$ cat src/rtl/my_arbiter8way16_if.sv
// Handshake bundle between eight 16-bit requesters, the round-robin arbiter
// and the single downstream consumer of the registered output word.
interface my_arbiter8way16_if;
  logic [15:0] in0;
  logic [15:0] in1;
  logic [15:0] in2;
  logic [15:0] in3;
  logic [15:0] in4;
  logic [15:0] in5;
  logic [15:0] in6;
  logic [15:0] in7;
  logic [7:0]  in_valid;
  logic [7:0]  in_ready;
  logic [2:0]  sel;
  logic [15:0] out;
  logic        out_valid;
  logic        out_ready;
  logic [2:0]  grant_id;

  modport master (
    output in0, in1, in2, in3, in4, in5, in6, in7, in_valid, out_ready,
    input  in_ready, sel, out, out_valid, grant_id
  );

  modport slave (
    input  in0, in1, in2, in3, in4, in5, in6, in7, in_valid, out_ready,
    output in_ready, sel, out, out_valid, grant_id
  );
endinterface

$ cat src/rtl/my_arbiter8way16.sv
// Round-robin arbiter for eight 16-bit requesters feeding one registered
// output slot; a burst limit lets the current owner keep consecutive transfers.
module my_arbiter8way16 #(
  parameter int unsigned BURST = 4
) (
  input  logic              clk,
  input  logic              reset,
  my_arbiter8way16_if.slave io_bus
);
  localparam logic [3:0] CNT_MAX = 4'd15;

  logic [15:0] w_in [8];
  logic [2:0]  r_last;
  logic [3:0]  r_cnt;
  logic [2:0]  r_sel;
  logic [15:0] r_out;
  logic        r_out_valid;
  logic [2:0]  r_grant_id;
  logic [2:0]  w_grant;
  logic [2:0]  w_scan;
  logic        w_found;
  logic        w_others;
  logic        w_keep;
  logic        w_acc;

  assign w_in[0] = io_bus.in0;
  assign w_in[1] = io_bus.in1;
  assign w_in[2] = io_bus.in2;
  assign w_in[3] = io_bus.in3;
  assign w_in[4] = io_bus.in4;
  assign w_in[5] = io_bus.in5;
  assign w_in[6] = io_bus.in6;
  assign w_in[7] = io_bus.in7;

  assign w_others = |(io_bus.in_valid & ~(8'd1 << r_last));
  assign w_keep   = (r_cnt != 4'd0) && io_bus.in_valid[r_last] &&
                    (({28'd0, r_cnt} < BURST) || !w_others);
  assign w_acc    = (!r_out_valid || io_bus.out_ready) && (|io_bus.in_valid);

  // Scan starts one past the previous owner, so the owner itself is considered last.
  always_comb begin
    w_grant = r_last;
    w_found = 1'b0;
    w_scan  = r_last;
    if (!w_keep) begin
      for (int k = 1; k <= 8; k++) begin
        w_scan = r_last + 3'(k);
        if (!w_found && io_bus.in_valid[w_scan]) begin
          w_grant = w_scan;
          w_found = 1'b1;
        end
      end
    end
  end

  assign io_bus.in_ready  = (w_acc && !reset) ? (8'd1 << w_grant) : 8'd0;
  assign io_bus.sel       = (|io_bus.in_valid) ? w_grant : r_sel;
  assign io_bus.out       = r_out;
  assign io_bus.out_valid = r_out_valid;
  assign io_bus.grant_id  = r_grant_id;

  // A drained slot can be refilled in the same cycle, giving one word per clock.
  always_ff @(posedge clk) begin
    if (reset) begin
      r_out       <= 16'd0;
      r_out_valid <= 1'b0;
      r_grant_id  <= 3'd0;
      r_sel       <= 3'd0;
      r_last      <= 3'd7;
      r_cnt       <= 4'd0;
    end else begin
      if (|io_bus.in_valid) begin
        r_sel <= w_grant;
      end
      if (w_acc) begin
        r_out       <= w_in[w_grant];
        r_out_valid <= 1'b1;
        r_grant_id  <= w_grant;
        if ((w_grant == r_last) && (r_cnt != 4'd0)) begin
          if (r_cnt != CNT_MAX) begin
            r_cnt <= r_cnt + 4'd1;
          end
        end else begin
          r_cnt  <= 4'd1;
          r_last <= w_grant;
        end
      end else if (io_bus.out_ready) begin
        r_out_valid <= 1'b0;
      end
    end
  end
endmodule

$ cat src/flat_wrapper.sv
// flat-port wrapper written by rule: the top's interface ports become plain ports
module my_arbiter8way16_flat 
#(
  parameter int unsigned BURST = 4
)
  (clk, reset, io_bus_in0, io_bus_in1, io_bus_in2, io_bus_in3, io_bus_in4, io_bus_in5, io_bus_in6, io_bus_in7, io_bus_in_valid, io_bus_out_ready, io_bus_in_ready, io_bus_sel, io_bus_out, io_bus_out_valid, io_bus_grant_id);
  my_arbiter8way16_if io_bus_i ();
  input  logic clk;
  input  logic reset;
  input wire logic [$bits(io_bus_i.in0)-1:0] io_bus_in0;
  input wire logic [$bits(io_bus_i.in1)-1:0] io_bus_in1;
  input wire logic [$bits(io_bus_i.in2)-1:0] io_bus_in2;
  input wire logic [$bits(io_bus_i.in3)-1:0] io_bus_in3;
  input wire logic [$bits(io_bus_i.in4)-1:0] io_bus_in4;
  input wire logic [$bits(io_bus_i.in5)-1:0] io_bus_in5;
  input wire logic [$bits(io_bus_i.in6)-1:0] io_bus_in6;
  input wire logic [$bits(io_bus_i.in7)-1:0] io_bus_in7;
  input wire logic [$bits(io_bus_i.in_valid)-1:0] io_bus_in_valid;
  input wire logic [$bits(io_bus_i.out_ready)-1:0] io_bus_out_ready;
  output wire logic [$bits(io_bus_i.in_ready)-1:0] io_bus_in_ready;
  output wire logic [$bits(io_bus_i.sel)-1:0] io_bus_sel;
  output wire logic [$bits(io_bus_i.out)-1:0] io_bus_out;
  output wire logic [$bits(io_bus_i.out_valid)-1:0] io_bus_out_valid;
  output wire logic [$bits(io_bus_i.grant_id)-1:0] io_bus_grant_id;
  assign io_bus_i.in0 = io_bus_in0;
  assign io_bus_i.in1 = io_bus_in1;
  assign io_bus_i.in2 = io_bus_in2;
  assign io_bus_i.in3 = io_bus_in3;
  assign io_bus_i.in4 = io_bus_in4;
  assign io_bus_i.in5 = io_bus_in5;
  assign io_bus_i.in6 = io_bus_in6;
  assign io_bus_i.in7 = io_bus_in7;
  assign io_bus_i.in_valid = io_bus_in_valid;
  assign io_bus_i.out_ready = io_bus_out_ready;
  assign io_bus_in_ready = io_bus_i.in_ready;
  assign io_bus_sel = io_bus_i.sel;
  assign io_bus_out = io_bus_i.out;
  assign io_bus_out_valid = io_bus_i.out_valid;
  assign io_bus_grant_id = io_bus_i.grant_id;
  my_arbiter8way16 #(.BURST(BURST)) u_core (.clk(clk), .reset(reset), .io_bus(io_bus_i));
endmodule
$ cat config.mk
export PLATFORM = sky130hd
export DESIGN_NAME = my_arbiter8way16_flat
export DESIGN_NICKNAME = d
export VERILOG_FILES = /design/src/rtl/my_arbiter8way16_if.sv /design/src/rtl/my_arbiter8way16.sv /design/src/flat_wrapper.sv
export SDC_FILE = /design/constraint.sdc
export NUM_CORES = 1
export LEC_CHECK = 0
export CAP_MARGIN = 10
export CORE_MARGIN = 2
export CORE_UTILIZATION = 38
export CTS_CLUSTER_DIAMETER = 60
export DETAILED_ROUTE_END_ITERATION = 12
export PLACE_DENSITY = 0.79
export RECOVER_POWER = 25
export SYNTH_ARGS = -nofsm -noshare
export SYNTH_HDL_FRONTEND = slang
export SYNTH_SLANG_ARGS = --single-unit
export TNS_END_PERCENT = 5
$ cat constraint.sdc
create_clock -name clk -period 4.6 [get_ports clk]
set_clock_uncertainty 0.05 [all_clocks]
set_input_delay 0.92 -clock clk [delete_from_list [all_inputs] [get_ports clk]]
set_output_delay 0.92 -clock clk [all_outputs]
set_load 0.1 [all_outputs]
==> impl_table.tex <==
\begin{tabular}{lr}
\hline
Metric & Value \\
\hline
\multicolumn{2}{l}{\textbf{Synth}} \\
\quad Async S/R FF share, synth & 0\% \\
\quad Commonest register cell after synthesis & sky130\_fd\_sc\_hd\_\_dfxtp\_1 \\
\quad Average instance area after synthesis & 9.64 µm² \\
\quad Share of Yosys cell area claimed by the top area cell type & 19.0\% \\
\quad EDFF count, synth & 0 \\
\quad Leading post-synthesis cells by cell area & sky130\_fd\_sc\_hd\_\_mux2i\_1 (19\%), sky130\_fd\_sc\_hd\_\_dfxtp\_1 (17\%), sky130\_fd\_sc\_hd\_\_mux2\_2 (12\%) \\
\quad Top post-synthesis cells by count & sky130\_fd\_sc\_hd\_\_mux2i\_1 (67), sky130\_fd\_sc\_hd\_\_mux2\_2 (37), sky130\_fd\_sc\_hd\_\_dfxtp\_1 (30) \\
\quad Number of synthesized register bits & 30 \\
\quad Dominant cell type by area after synthesis & sky130\_fd\_sc\_hd\_\_mux2i\_1 \\
\quad Number of nets produced by synthesis & 514 \\
\quad Area of the mapped netlist & 3530 µm² \\
\quad Fraction of the yosys area taken by sequential cells & 17.0\% \\
\quad Number of different library cells in the post-synthesis netlist & 56 \\
\quad Dominant cell by count in the synthesized netlist & sky130\_fd\_sc\_hd\_\_mux2i\_1 \\
\quad Warnings from Yosys & 0 \\
\quad Count of mapped cells out of synthesis & 366 \\
\multicolumn{2}{l}{\textbf{Detailed routing}} \\
\quad DRC violations left & 0 \\
\quad Number of design-rule violations left by the first detailed-router iteration & 248 \\
\quad Wire length after detailed routing & 12.7 mm \\
\quad Routed vias/inst & 5.54 \\
\quad Via count of the routed design & 3787 \\
\quad DR pass1 iterations & 5 \\
\quad ANT nets after route & 0 \\
\quad DR WL/cell & 18.6 µm \\
\multicolumn{2}{l}{\textbf{Timing}} \\
\quad Fmax & 218 MHz \\
\quad Total count of hold-check failures in the final report & 0 \\
\quad Total count of max-transition violations in the final report & 0 \\
\quad Fin crit share & 99.6\% \\
\quad Unrepaired setup endpoints after global routing & yes \\
\quad Worst-margin pin slew & 1.17 ns \\
\quad Shortest clock period the worst path allows after layout & 4.58 ns \\
\quad Slew Limit Headroom & 21.8\% \\
\quad Final setup violation count & 0 \\
\multicolumn{2}{l}{\textbf{Clocking}} \\
\quad Count of clock tree sinks & 30 \\
\quad Hold buffer count at cts & 0 \\
\quad Clock-pin slew on the worst setup and hold paths & 0.06 ns \\
\quad CTS Root Buffer Type & sky130\_fd\_sc\_hd\_\_clkbuf\_8 \\
\quad Clock latency on the worst-skew pair & 0.28 ns \\
\quad Number of clock buffers inserted by TritonCTS & 5 \\
\quad Longest Clk Path Bufs & 2 \\
\quad TritonCTS clock tree & yes \\
\quad Number of H-tree levels & 2 \\
\multicolumn{2}{l}{\textbf{Cells and area}} \\
\quad Number of antenna cells inserted & 0 \\
\quad Combined area of the multi-input logic cells & 2910 µm² \\
\quad Count of filler cells inserted in the layout & 739 \\
\quad Sequential cell area & 606 µm² \\
\quad Area overhead of the layout relative to synthesis & 72.9\% \\
\quad Layout cells sized above 1 & 33.2\% \\
\quad \# nets final & 719 \\
\quad Core occupancy in the finished layout & 67.0\% \\
\multicolumn{2}{l}{\textbf{Worst setup path}} \\
\quad Crit-path max FO & 5 \\
\quad Crit path DAT & 3.61 ns \\
\quad Startpoint Class & input pin \\
\quad Critical path class & in -> out \\
\quad Data required time at the worst endpoint & 3.63 ns \\
\quad Nature of the critical path endpoint & output port \\
\multicolumn{2}{l}{\textbf{Job}} \\
\quad Max-capacitance violation count & 0 \\
\multicolumn{2}{l}{\textbf{Floorplan}} \\
\quad Cell row count & 35 \\
\quad Effective utilization at floorplan & 38.7\% \\
\quad IO Pins & 170 \\
\quad Die span in y & 100 µm \\
\quad Die Area & 10100 µm² \\
\quad Core Region & 9110 µm² \\
\quad Width of the die & 100 µm \\
\multicolumn{2}{l}{\textbf{Global routing}} \\
\quad Met1 track demand over resource & 30.8\% \\
\quad Global-route wire length before repair & 19.8 mm \\
\quad Gr usage total & 24.9\% \\
\quad Most congested layer reported by global routing & met2 \\
\quad Remaining global-route overflow & 0 \\
\quad Antenna violations before repair & 0 \\
\quad Global routing met2 resource utilization & 43.6\% \\
\quad Pin count of the biggest net entering global routing & 43 \\
\quad GR met3 Demand/Resource & 5.15\% \\
\quad Number of global-route vias before repair & 3901 \\
\multicolumn{2}{l}{\textbf{Place}} \\
\quad Half-perimeter wire length after detailed placement & 9.92 mm \\
\quad Global placement routability congestion & 0.915 \\
\quad IO buf count & 169 \\
\multicolumn{2}{l}{\textbf{Worst hold path}} \\
\quad Type of the tightest min-delay check & reg -> reg \\
\multicolumn{2}{l}{\textbf{Run status}} \\
\quad Result of the run & completed \\
\hline
\end{tabular}
[cell usage in the layout, fill, tap and decap left out, types with 4 or more instances in the layout]
| cell type | instances |
|---|---|
| sky130_fd_sc_hd__a21oi_1 | 9 |
| sky130_fd_sc_hd__a21oi_2 | 4 |
| sky130_fd_sc_hd__a221oi_2 | 16 |
| sky130_fd_sc_hd__and2_1 | 6 |
| sky130_fd_sc_hd__buf_12 | 15 |
| sky130_fd_sc_hd__buf_4 | 49 |
| sky130_fd_sc_hd__buf_6 | 6 |
| sky130_fd_sc_hd__clkbuf_2 | 4 |
| sky130_fd_sc_hd__clkbuf_8 | 6 |
| sky130_fd_sc_hd__clkdlybuf4s50_1 | 138 |
| sky130_fd_sc_hd__dfxtp_1 | 28 |
| sky130_fd_sc_hd__dlygate4sd3_1 | 12 |
| sky130_fd_sc_hd__ha_1 | 7 |
| sky130_fd_sc_hd__inv_1 | 11 |
| sky130_fd_sc_hd__mux2_2 | 35 |
| sky130_fd_sc_hd__mux2i_1 | 66 |
| sky130_fd_sc_hd__mux4_2 | 15 |
| sky130_fd_sc_hd__nand2_1 | 20 |
| sky130_fd_sc_hd__nand2b_1 | 5 |
| sky130_fd_sc_hd__nor2_1 | 11 |
| sky130_fd_sc_hd__nor2_4 | 4 |
| sky130_fd_sc_hd__nor3_4 | 5 |
| sky130_fd_sc_hd__o211ai_1 | 4 |
| sky130_fd_sc_hd__o21ai_0 | 17 |
| sky130_fd_sc_hd__xnor2_1 | 4 |
[state kept, by name, summed over array words and instances, names as in the netlist]
name and cells:
u_core.io_bus.out_valid 1, u_core.io_bus.grant_id 3, u_core.r_last 3, u_core.r_cnt 4, u_core.r_sel 3, u_core.io_bus.out 16
[area by class of cell]
cell class              count  share of cell area, %
clock inverters             2                  0.205
well taps                 111                   2.28
flip-flops and latches     30                   9.92
multi-input cells         292                   47.7
clock buffers               6                   1.35
repair buffers            228                   37.7
inverters                  14                  0.861
[routing by layer]
layer,up-vias,routed length [µm]
met3,32,773
met1,1799,5300
li1,1817,-
met5,-,0
met2,139,6340
met4,0,295
[path summary, 6_finish.rpt]
path,startpoint,end,slack (ns),depth (start not counted)
worst max-delay path,io_bus_in_valid[3],io_bus_in_ready[6],0.02,12
worst min-delay path,u_core.io_bus.grant_id[2],u_core.io_bus.grant_id[2],0.41,2
worst max register to register,u_core.r_last[1],u_core.io_bus.out[4],0.40,14
worst min register to register,u_core.io_bus.grant_id[2],u_core.io_bus.grant_id[2],0.41,2
[cell families after synthesis]
| family | synth area share, % |
|---|---|
| muxes | 41.0 |
| adders and majority gates | 3.19 |
| and+or+nand+nor | 11.0 |
| xor gates and xnor gates | 2.02 |
| buffers and inverters | 6.20 |
| AOI/OAI and AO/OA | 19.6 |
| DFF | 17.0 |
[stage by stage]
step | setup TNS [ns] | cells | hold slack [ns] | area (µm²) | setup slack (ns)
after floorplan | -1.51 | 366 | 0.444 | 3670 | -0.226
after global placement | -4.60 | 660 | 0.397 | 5800 | -0.360
after detailed placement | -6.76 | 660 | 0.411 | 5800 | -0.474
after CTS | -0.356 | 676 | 0.423 | 5980 | -0.101
after global routing | -0.273 | 683 | 0.438 | 6100 | -0.0615
final | 0 | 683 | 0.415 | 6100 | 0.0168
[worst max-delay path, cell delays in order]
cell                       delay (ns)
sky130_fd_sc_hd__buf_8           0.10
sky130_fd_sc_hd__mux4_2          0.53
sky130_fd_sc_hd__or3b_1          0.38
sky130_fd_sc_hd__nand4_1         0.10
sky130_fd_sc_hd__a222oi_1        0.07
sky130_fd_sc_hd__buf_4           0.16
sky130_fd_sc_hd__a221oi_4        0.28
sky130_fd_sc_hd__o221ai_2        0.13
sky130_fd_sc_hd__a32oi_2         0.35
sky130_fd_sc_hd__nand2_2         0.18
sky130_fd_sc_hd__nor3_4          0.20
sky130_fd_sc_hd__buf_12          0.20
[repair_timing]
item,in CTS,in global routing
resized for setup,30,29
buffers inserted,8,10
pin swaps,12,15
cloned,0,0
setup endpoints to repair,11,11
Power is left out: the tool's default activity adds up to more than one toggle a clock period on the data nets, which glitch-free logic cannot reach.
